===== config.mk =====
export PLATFORM = sky130hd
export DESIGN_NAME = mem_bus_master
export DESIGN_NICKNAME = d
export VERILOG_FILES = /design/src/rtl/mem_bus_pkg.sv /design/src/rtl/mem_line_buf.sv /design/src/rtl/mem_bus_master.sv
export SDC_FILE = /design/constraint.sdc
export NUM_CORES = 1
export LEC_CHECK = 0
export ABC_AREA = 1
export BUFFER_PORTS_ARGS = -buffer_cell sky130_fd_sc_hd__buf_2
export CAP_MARGIN = 0
export CORE_UTILIZATION = 35
export CTS_CLUSTER_DIAMETER = 100
export CTS_CLUSTER_SIZE = 40
export DETAILED_ROUTE_END_ITERATION = 8
export HOLD_SLACK_MARGIN = 0.05
export PLACE_DENSITY = 0.55
export SLEW_MARGIN = 20
export SYNTH_ARGS = -nofsm -noshare
export SYNTH_HDL_FRONTEND = slang
export SYNTH_SLANG_ARGS = --single-unit

===== constraint.sdc =====
create_clock -name CLK -period 39.2 [get_ports CLK]
set_input_delay 11.76 -clock CLK [delete_from_list [all_inputs] [get_ports CLK]]
set_output_delay 11.76 -clock CLK [all_outputs]
set_load 0.02 [all_outputs]

===== src/rtl/mem_bus_pkg.sv =====
// Shared types and constants for the memory-bus initiator.
// Latency: n/a (types, constants and a pure function only).
// Backpressure: n/a.
package mem_bus_pkg;

  localparam int DATA_W          = 32;
  localparam int ADDR_W          = 32;
  localparam int WORDS_PER_BLOCK = 8;
  // One extra bit so the beat counter can reach WORDS_PER_BLOCK without wrapping.
  localparam int BEAT_W          = $clog2(WORDS_PER_BLOCK) + 1;

  typedef enum logic [2:0] {
    ST_IDLE,
    ST_WAIT_RDY,
    ST_SEND_ADDR,
    ST_RX_BEATS,
    ST_SEND_DATA,
    ST_WAIT_DROP,
    ST_DONE
  } state_e;

  // Clear the in-block word offset so a refill always starts at word 0 of the line.
  function automatic logic [ADDR_W-1:0] block_align(input logic [ADDR_W-1:0] addr);
    logic [ADDR_W-1:0] mask;
    mask = ADDR_W'(WORDS_PER_BLOCK - 1);
    return addr & ~mask;
  endfunction

endpackage


===== src/rtl/mem_line_buf.sv =====
// Line capture buffer: assembles refill beats and holds the last completed line.
// Latency: a captured word lands 1 cycle after cap_en_i; commit publishes on the same edge.
// Backpressure: none, writes are accepted every cycle they are enabled.
//
// Ports: clk_i/rst_i (async active-high), cap_en_i/cap_idx_i/cap_dat_i write one word
// of the working line, commit_i copies the working line (including the word written this
// cycle) to line_o, which holds until the next commit.
module mem_line_buf #(
  parameter int DATA_W = 32,
  parameter int WORDS  = 8,
  parameter int IDX_W  = $clog2(WORDS)
) (
  input  logic                    clk_i,
  input  logic                    rst_i,
  input  logic                    cap_en_i,
  input  logic [IDX_W-1:0]        cap_idx_i,
  input  logic [DATA_W-1:0]       cap_dat_i,
  input  logic                    commit_i,
  output logic [DATA_W*WORDS-1:0] line_o
);

  logic [WORDS-1:0][DATA_W-1:0] work_q, work_d;
  logic [WORDS-1:0][DATA_W-1:0] line_q;

  always_comb begin
    work_d = work_q;
    if (cap_en_i) work_d[cap_idx_i] = cap_dat_i;
  end

  // The published line only changes on commit, so a partial or abandoned refill never shows.
  always_ff @(posedge clk_i or posedge rst_i) begin
    if (rst_i) begin
      work_q <= '0;
      line_q <= '0;
    end else begin
      work_q <= work_d;
      if (commit_i) line_q <= work_d;
    end
  end

  assign line_o = line_q;

endmodule


===== src/rtl/mem_bus_master.sv =====
// Memory-bus initiator: turns one cache request into a LOAD burst or a STORE handshake.
// Latency: accept to RESP_VALID is 11 cycles (LOAD) / 5 cycles (STORE) with READY high.
// Backpressure: REQ_READY low outside IDLE; READY low stalls each bus phase indefinitely.
//
// Ports: CLK/RST (async active-high); REQ_* cache request, RESP_* one-cycle completion
// with the refilled line (word 0 in LSBs); VALID/LOAD/STORE/ACK/READY bus handshake;
// BUS_DOUT/BUS_OE/BUS_DIN split view of the shared DATA lines.
// Build option: define MEM_TIMEOUT_EN to add a watchdog that ends a stuck transaction
// after TIMEOUT_CYCLES with RESP_ERR=1; otherwise RESP_ERR is tied low.
module mem_bus_master #(
  parameter int DATA_W          = mem_bus_pkg::DATA_W,
  parameter int ADDR_W          = mem_bus_pkg::ADDR_W,
  parameter int WORDS_PER_BLOCK = mem_bus_pkg::WORDS_PER_BLOCK,
  parameter int TIMEOUT_CYCLES  = 64
) (
  input  logic                              CLK,
  input  logic                              RST,
  input  logic                              REQ_VALID,
  output logic                              REQ_READY,
  input  logic                              REQ_WRITE,
  input  logic [ADDR_W-1:0]                 REQ_ADDR,
  input  logic [DATA_W-1:0]                 REQ_WDATA,
  output logic                              RESP_VALID,
  output logic [DATA_W*WORDS_PER_BLOCK-1:0] RESP_LINE,
  output logic                              RESP_ERR,
  output logic                              VALID,
  output logic                              LOAD,
  output logic                              STORE,
  input  logic                              READY,
  output logic                              ACK,
  output logic [DATA_W-1:0]                 BUS_DOUT,
  output logic                              BUS_OE,
  input  logic [DATA_W-1:0]                 BUS_DIN
);
  import mem_bus_pkg::*;

  localparam int IDX_W = $clog2(WORDS_PER_BLOCK);
  localparam int CNT_W = IDX_W + 1;

  state_e              state_q, state_d;
  logic [ADDR_W-1:0]   addr_q, addr_d;
  logic [DATA_W-1:0]   wdata_q, wdata_d;
  logic                wr_q, wr_d;
  logic [CNT_W-1:0]    beat_q, beat_d;
  logic                beat_acc;
  logic                commit;

`ifdef MEM_TIMEOUT_EN
  localparam int WD_W = $clog2(TIMEOUT_CYCLES + 1);
  logic [WD_W-1:0] wd_q, wd_d;
  logic            err_q, err_d;
`else
  logic unused_timeout_cfg;
  assign unused_timeout_cfg = (TIMEOUT_CYCLES != 0);
`endif

  always_comb begin
    state_d    = state_q;
    addr_d     = addr_q;
    wdata_d    = wdata_q;
    wr_d       = wr_q;
    beat_d     = beat_q;
    beat_acc   = 1'b0;
    commit     = 1'b0;
    REQ_READY  = 1'b0;
    VALID      = 1'b0;
    LOAD       = 1'b0;
    STORE      = 1'b0;
    ACK        = 1'b0;
    RESP_VALID = 1'b0;
    BUS_OE     = 1'b0;
    BUS_DOUT   = '0;

    unique case (state_q)
      ST_IDLE: begin
        REQ_READY = 1'b1;
        if (REQ_VALID) begin
          wr_d    = REQ_WRITE;
          addr_d  = REQ_WRITE ? REQ_ADDR : block_align(REQ_ADDR);
          wdata_d = REQ_WDATA;
          beat_d  = '0;
          state_d = ST_WAIT_RDY;
        end
      end
      ST_WAIT_RDY: begin
        VALID = 1'b1;
        LOAD  = !wr_q;
        STORE = wr_q;
        if (READY) state_d = ST_SEND_ADDR;
      end
      ST_SEND_ADDR: begin
        VALID    = 1'b1;
        LOAD     = !wr_q;
        STORE    = wr_q;
        BUS_OE   = 1'b1;
        BUS_DOUT = DATA_W'(addr_q);
        state_d  = wr_q ? ST_SEND_DATA : ST_RX_BEATS;
      end
      ST_RX_BEATS: begin
        VALID = 1'b1;
        LOAD  = 1'b1;
        if (READY) begin
          beat_acc = 1'b1;
          beat_d   = beat_q + 1'b1;
          // Last beat publishes the line on the same edge it is captured.
          if (beat_q == CNT_W'(WORDS_PER_BLOCK - 1)) begin
            commit  = 1'b1;
            state_d = ST_DONE;
          end
        end
      end
      ST_SEND_DATA: begin
        VALID    = 1'b1;
        STORE    = 1'b1;
        BUS_OE   = 1'b1;
        BUS_DOUT = wdata_q;
        state_d  = ST_WAIT_DROP;
      end
      ST_WAIT_DROP: begin
        VALID = 1'b1;
        STORE = 1'b1;
        if (!READY) state_d = ST_DONE;
      end
      ST_DONE: begin
        ACK        = 1'b1;
        RESP_VALID = 1'b1;
        state_d    = ST_IDLE;
      end
      default: state_d = ST_IDLE;
    endcase

`ifdef MEM_TIMEOUT_EN
    wd_d  = wd_q;
    err_d = err_q;
    if (state_q == ST_IDLE && REQ_VALID) err_d = 1'b0;
    // Only fires when the normal transition did not happen this cycle.
    if ((state_q == ST_WAIT_RDY || state_q == ST_RX_BEATS || state_q == ST_WAIT_DROP) &&
        state_d == state_q && !beat_acc && wd_q == WD_W'(TIMEOUT_CYCLES - 1)) begin
      state_d = ST_DONE;
      err_d   = 1'b1;
    end
    if (state_d != state_q || beat_acc) wd_d = '0;
    else if (state_q == ST_WAIT_RDY || state_q == ST_RX_BEATS || state_q == ST_WAIT_DROP)
      wd_d = wd_q + 1'b1;
`endif
  end

  always_ff @(posedge CLK or posedge RST) begin
    if (RST) begin
      state_q <= ST_IDLE;
      addr_q  <= '0;
      wdata_q <= '0;
      wr_q    <= 1'b0;
      beat_q  <= '0;
    end else begin
      state_q <= state_d;
      addr_q  <= addr_d;
      wdata_q <= wdata_d;
      wr_q    <= wr_d;
      beat_q  <= beat_d;
    end
  end

`ifdef MEM_TIMEOUT_EN
  always_ff @(posedge CLK or posedge RST) begin
    if (RST) begin
      wd_q  <= '0;
      err_q <= 1'b0;
    end else begin
      wd_q  <= wd_d;
      err_q <= err_d;
    end
  end
  assign RESP_ERR = (state_q == ST_DONE) && err_q;
`else
  assign RESP_ERR = 1'b0;
`endif

  mem_line_buf #(
    .DATA_W (DATA_W),
    .WORDS  (WORDS_PER_BLOCK),
    .IDX_W  (IDX_W)
  ) u_line_buf (
    .clk_i     (CLK),
    .rst_i     (RST),
    .cap_en_i  (beat_acc),
    .cap_idx_i (beat_q[IDX_W-1:0]),
    .cap_dat_i (BUS_DIN),
    .commit_i  (commit),
    .line_o    (RESP_LINE)
  );

endmodule


; After elaboration in Yosys (flattened, before gate mapping)
; Cells that the tools add are included.
; W data, S select, Z words.
[word_totals]
ff_bits = 584
out_inout_bits = 296
word_cells = 74
[op_classes]
addsub = 1
magnitude_cmp = 2
eq_ne = 12
muxes = 27
reduce_logical = 11
[op_table]
columns = op, n
row1 = $bwmux W256, 1
row2 = $mux W256, 1
row3 = $demux W32 S3, 1
row4 = $pmux W32 S2, 1
row5 = $mux W32, 1
row6 = $mux W3, 7
row7 = $pmux W3 S6, 1
row8 = $ne A2 B2 Y1 const B, 5
row9 = $eq A3 B3 Y1 const B, 3
row10 = $mux W1, 9
row11 = $mux W4, 2
row12 = $pmux W4 S2, 1
row13 = $eq A3 B2 Y1 const B, 2
row14 = $reduce_or A2 Y1, 3
row15 = $reduce_and A5 Y1, 1
row16 = $reduce_or A5 Y1, 1
row17 = $add A4 B1 Y4 const B, 1
row18 = $eq A4 B3 Y1 const B, 1
row19 = $lt A3 B4 Y1 const B, 1
row20 = $pmux W1 S2, 2
row21 = $eq A3 B1 Y1 const B, 1
row22 = $ge A3 B1 Y1 const B, 1
row23 = $logic_not A3 Y1, 1
row24 = $reduce_and A3 Y1, 1
row25 = other kinds (4), 4

; Logic depth before layout (Yosys ltp)
[logic_depth]
ltp_word = 6
ltp_mapped = 11

; By module
; A second synthesis with hierarchy kept.
[unflattened]
cells_unflattened = 2928
area_unflattened_um2 = 25079.1
[by_module_without_submodules]
columns = module, instances, cells_each, area_per_inst_um2, seq_area_each_um2
row1 = mem_line_buf, 1, 2490, 21688.3, 12812.3
row2 = mem_bus_master, 1, 438, 3390.8, 1801.7

; Worst setup path before layout
; OpenSTA, ideal clock, no wires.
[synth_path]
path_type = register to output
from = reg state_q[2]
to = out LOAD
arrival_ns = 1.432
t_required_ns = 27.440
slack_ns = 26.008
path_stages_with_launch = 7
path_cell_list = dfrtp_1 -> buf_2 -> nor2_1 -> nand2_1 -> o21ai_0 -> inv_1 -> o21ai_0
[synth_via]
elab_chain_len = 3
word_cells_on_any_way = 5
cone_classes = eq/ne (3) / mux (1) / reduce/logical (1)
[synth_rtl]
columns = element, line_no
row1 = from (decl), mem_bus_master.sv:40  ; state_e state_q, state_d;
row2 = from (signal assigned), mem_bus_master.sv:156  ; state_q <= state_d;
row3 = $eq A3 B1 Y1 / $eq A3 B2 Y1 (equally long branches), mem_bus_master.sv:74  ; unique case (state_q)
row4 = $reduce_or A2 Y1 (no source line), -
row5 = $pmux W1 S2 *, mem_bus_master.sv:74
row6 = to (decl), mem_bus_master.sv:27  ; output logic LOAD,
; Mark *: on every way between the ends. The rest lies on a longest branch, timed or not.

; Worst setup path in the final report
[layout_path]
from = in READY
to = reg u_line_buf.line_q, in the netlist u_line_buf.line_o[98]
[layout_via]
elab_chain_len = 3
word_cells_on_any_way = 5
cone_classes = mux (5)
[layout_rtl]
columns = element, line_no
row1 = from (decl), mem_bus_master.sv:29  ; input logic READY,
row2 = $mux W1, mem_bus_master.sv:102  ; if (READY) begin
row3 = $mux W1, mem_bus_master.sv:74
row4 = $mux W256, mem_line_buf.sv:27  ; if (cap_en_i) work_d[cap_idx_i] = cap_dat_i;
row5 = to (signal assigned), mem_line_buf.sv:37  ; if (commit_i) line_q <= work_d;
row6 = to (decl), mem_line_buf.sv:23  ; logic [WORDS-1:0][DATA_W-1:0] line_q;
; Parallel ways exist; a longest one is shown, timed or not.
; A chain may end at the register's enable or synchronous reset.

==> run metrics <==
Slew Viols, Final=0; die span in y=~270 µm; clock skew=around 50 ps; post-cts gate resize count=0; first-pass GRT wire length=about 120000 µm; share of the synthesized area in the top cell type=0.570; Iteration-0 DRC Markers=approximately 1900; Top delay family on crit path=buffers and inverters; Core Region=~70000 µm²; nets=approximately 3500; Met3 Wirelength=~4700 µm; Post-Synthesis Cells=roughly 3200; hpwl dp=between 50000 and 60000 µm; Finished Core Util=0.406; power per cell area=approximately 63 nW/µm²; drt total wl=81800 µm; DIE AREA=74400 µm²; DR WL/cell=about 19 µm; Routability Congestion=0.824; Final setup viols=0; Crit Path Class=in2reg; row count=~100; RSZ-0062 raised after global routing=no; Worst Setup Start Kind=input pin; vias in the first global route=20056; CTS root buf=clkbuf_16; Die Wd=273 µm; Post-synth ARST share=1.00; slowest CP cell=buf_4; post-synth top area cell=dfrtp_1; # clock sinks=584; worst vdd ir=between 0.03 and 0.04 mV; proportion of layout cells with a drive suffix above 1=0.144; Worst Hold Class=reg2reg; Clock power frac=0.212; I/O pins=between 300 and 400; DRC violations left=0; Post-DRT Antenna Nets=0; CP arrival=between 15000 and 20000 ps; Filler cells=between 7000 and 8000; initial antenna violation count=2; combinational power share=0.332; Layout Cells excl Fill=4408; part of the power in registers=0.456; Syn Area/Cell=a little over 8 µm²; Internal=between 1 and 1.5 mW; Metal-1 WL=just under 40000 µm; status=complete, no violations; top cells by area, synth=dfrtp_1 (57%), nand2_1 (22%), nand3_1 (5.9%); worst path required time=just under 40000 ps; CP Buf/Inv Count=5; Post-CTS Setup Bufs=0; largest net degree at the start of global routing=around 180; Rel. slew slack=0.271; Detailed Routing Iterations Pass 1=5; predominant post-synthesis flop cell=dfrtp_1; cts hold-fix bufs=0; worst-path fanout max=182; area grow syn2layout=14.1%; CTS Buf Count=26; Highest Signal Layer=met5; Via Count=between 20000 and 25000; post-synth cell types=26; H-tree levels=1; Starting Density=0.356; period utilisation layout=0.371; Max-Cap Viols=0; sw frac=0.400; final instance area=29300 µm²; #FFs+latches synth=approximately 580; Worst-path clk slew=around 120 ps; min Tclk post-route=14560 ps; hold violation count in the final report=0; sw power=about 0.74 mW; crit-path cells=buf_2 -> nand2_4 -> nor2_4 -> buf_4 -> buf_16 -> clkinv_8 -> buf_4 -> nand2_1 -> nand2_1; largest stage delay on the critical path=680 ps; Tightest Pin Transition=about 1100 ps; register area share after synthesis=0.570; Vias/cell=between 4 and 5; dpl cell area=28200 µm²; grt ovf=0; Synth warnings=0; Pleak=16.7 nW; Crit. End Element=flop; placed cells=~4400; synthesized area=~26000 µm²; worst-skew pair later-pin latency=between 600 and 700 ps; Syn Nets=approximately 3300; CTS tree=yes; clock buffer depth=3; Met2 Wirelength=36500 µm; Port Buf Inserts=approximately 400; Post-synth EDFFs=0; setup TNS=0 ps; f_max=a little under 0.07 GHz; Global Route Usage Sum=0.217
-- final cells by class --
class                           count  area [µm²]  area share
Clock buffer                       27         676      0.0231
Tap cell                          950        1190      0.0406
Antenna cell                        1        2.50   0.0000855
Timing Repair Buffer              428        2260      0.0772
Clock inverter                     21         370      0.0127
Inverter                          239         920      0.0314
Multi-Input combinational cell   2158        9220       0.315
Sequential cell                   584       14600       0.500
-- worst paths after layout --
path,slack (ps),start,cells after the start,end
setup / recovery,24640,READY,9,u_line_buf.line_o[98]
hold / removal,490,u_line_buf.line_o[231],2,u_line_buf.line_o[231]
setup reg to reg,35160,state_q[1],10,u_line_buf.line_o[98]
hold reg to reg,490,u_line_buf.line_o[231],2,u_line_buf.line_o[231]
max in group asynchronous,24810,RST,5,u_line_buf.line_o[151]
min in group asynchronous,11250,RST,2,wdata_q[5]
-- synthesized netlist by cell type, types with 3 or more instances --
library cell  number
and2_1           128
buf_1              9
buf_2            102
buf_4             28
clkbuf_1          50
dfrtp_1          584
inv_1            233
inv_2              5
nand2_1         1537
nand3_1          301
nand4_1           64
nor2_1             7
nor2_2             3
nor2_4             3
nor3_1             3
o21ai_0           72
o22ai_1           31
-- through the flow --
stage	setup slack, ps	power [mW]	hold slack [ps]
finish	24640	1.85	487
global route	24250	1.97	507
CTS	24530	1.86	492
detailed placement	23850	1.47	460
global placement	23900	1.46	459
floorplan	11100	1.29	449
-- registers in the layout, summed over array words and instances (netlist names) --
register,flops
addr_q,32
beat_q,4
state_q,3
u_line_buf.line_o,256
u_line_buf.work_q,256
wdata_q,32
wr_q,1
-- cells in the final DEF (no fill, tap or decap), drive strengths merged, types with 2 or more instances in the layout --
| cell | instances |
|---|---|
| dfrtp | 584 |
| o21ai | 72 |
| nand3 | 302 |
| nor2 | 13 |
| a21oi | 2 |
| buf | 428 |
| clkinv | 7 |
| inv | 252 |
| nor3 | 4 |
| clkbuf | 27 |
| nand2 | 1538 |
| and2 | 128 |
| o22ai | 31 |
| nand4 | 64 |
-- kinds of logic (layout without fill, tap and decap cells) --
| family | Yosys count | in the layout | share of synthesized area |
|---|---|---|---|
| compound gates | 107 | 107 | 0.0226 |
| fa+ha+maj | 1 | 1 | 0.000488 |
| buf+inv | 428 | 715 | 0.0717 |
| flops | 584 | 584 | 0.570 |
| other cells | 1 | 2 | 0.000146 |
| simple gates | 2049 | 2049 | 0.335 |
-- power by group through the flow --
stage	Sequential (mW)	Combinational, mW	Clock, mW
after floorplan	0.883	0.403	0
after global placement	0.853	0.610	0
after detailed placement	0.856	0.613	0
after CTS	0.843	0.617	0.404
after global routing	0.862	0.691	0.423
final	0.843	0.614	0.392
-- tightest hold or removal path, cell delays in order, from the launching register on --
cell	delay, ps
dfrtp_1	360
nand2_1	50
nand2_1	60
-- metal layers --
layer,global-route usage,vias up
met5,0,-
met4,0.0482,2
met3,0.0313,78
met2,0.336,575
met1,0.321,10282
li1,-,10328
No activity file was read; power rests on OpenSTA's default activity.
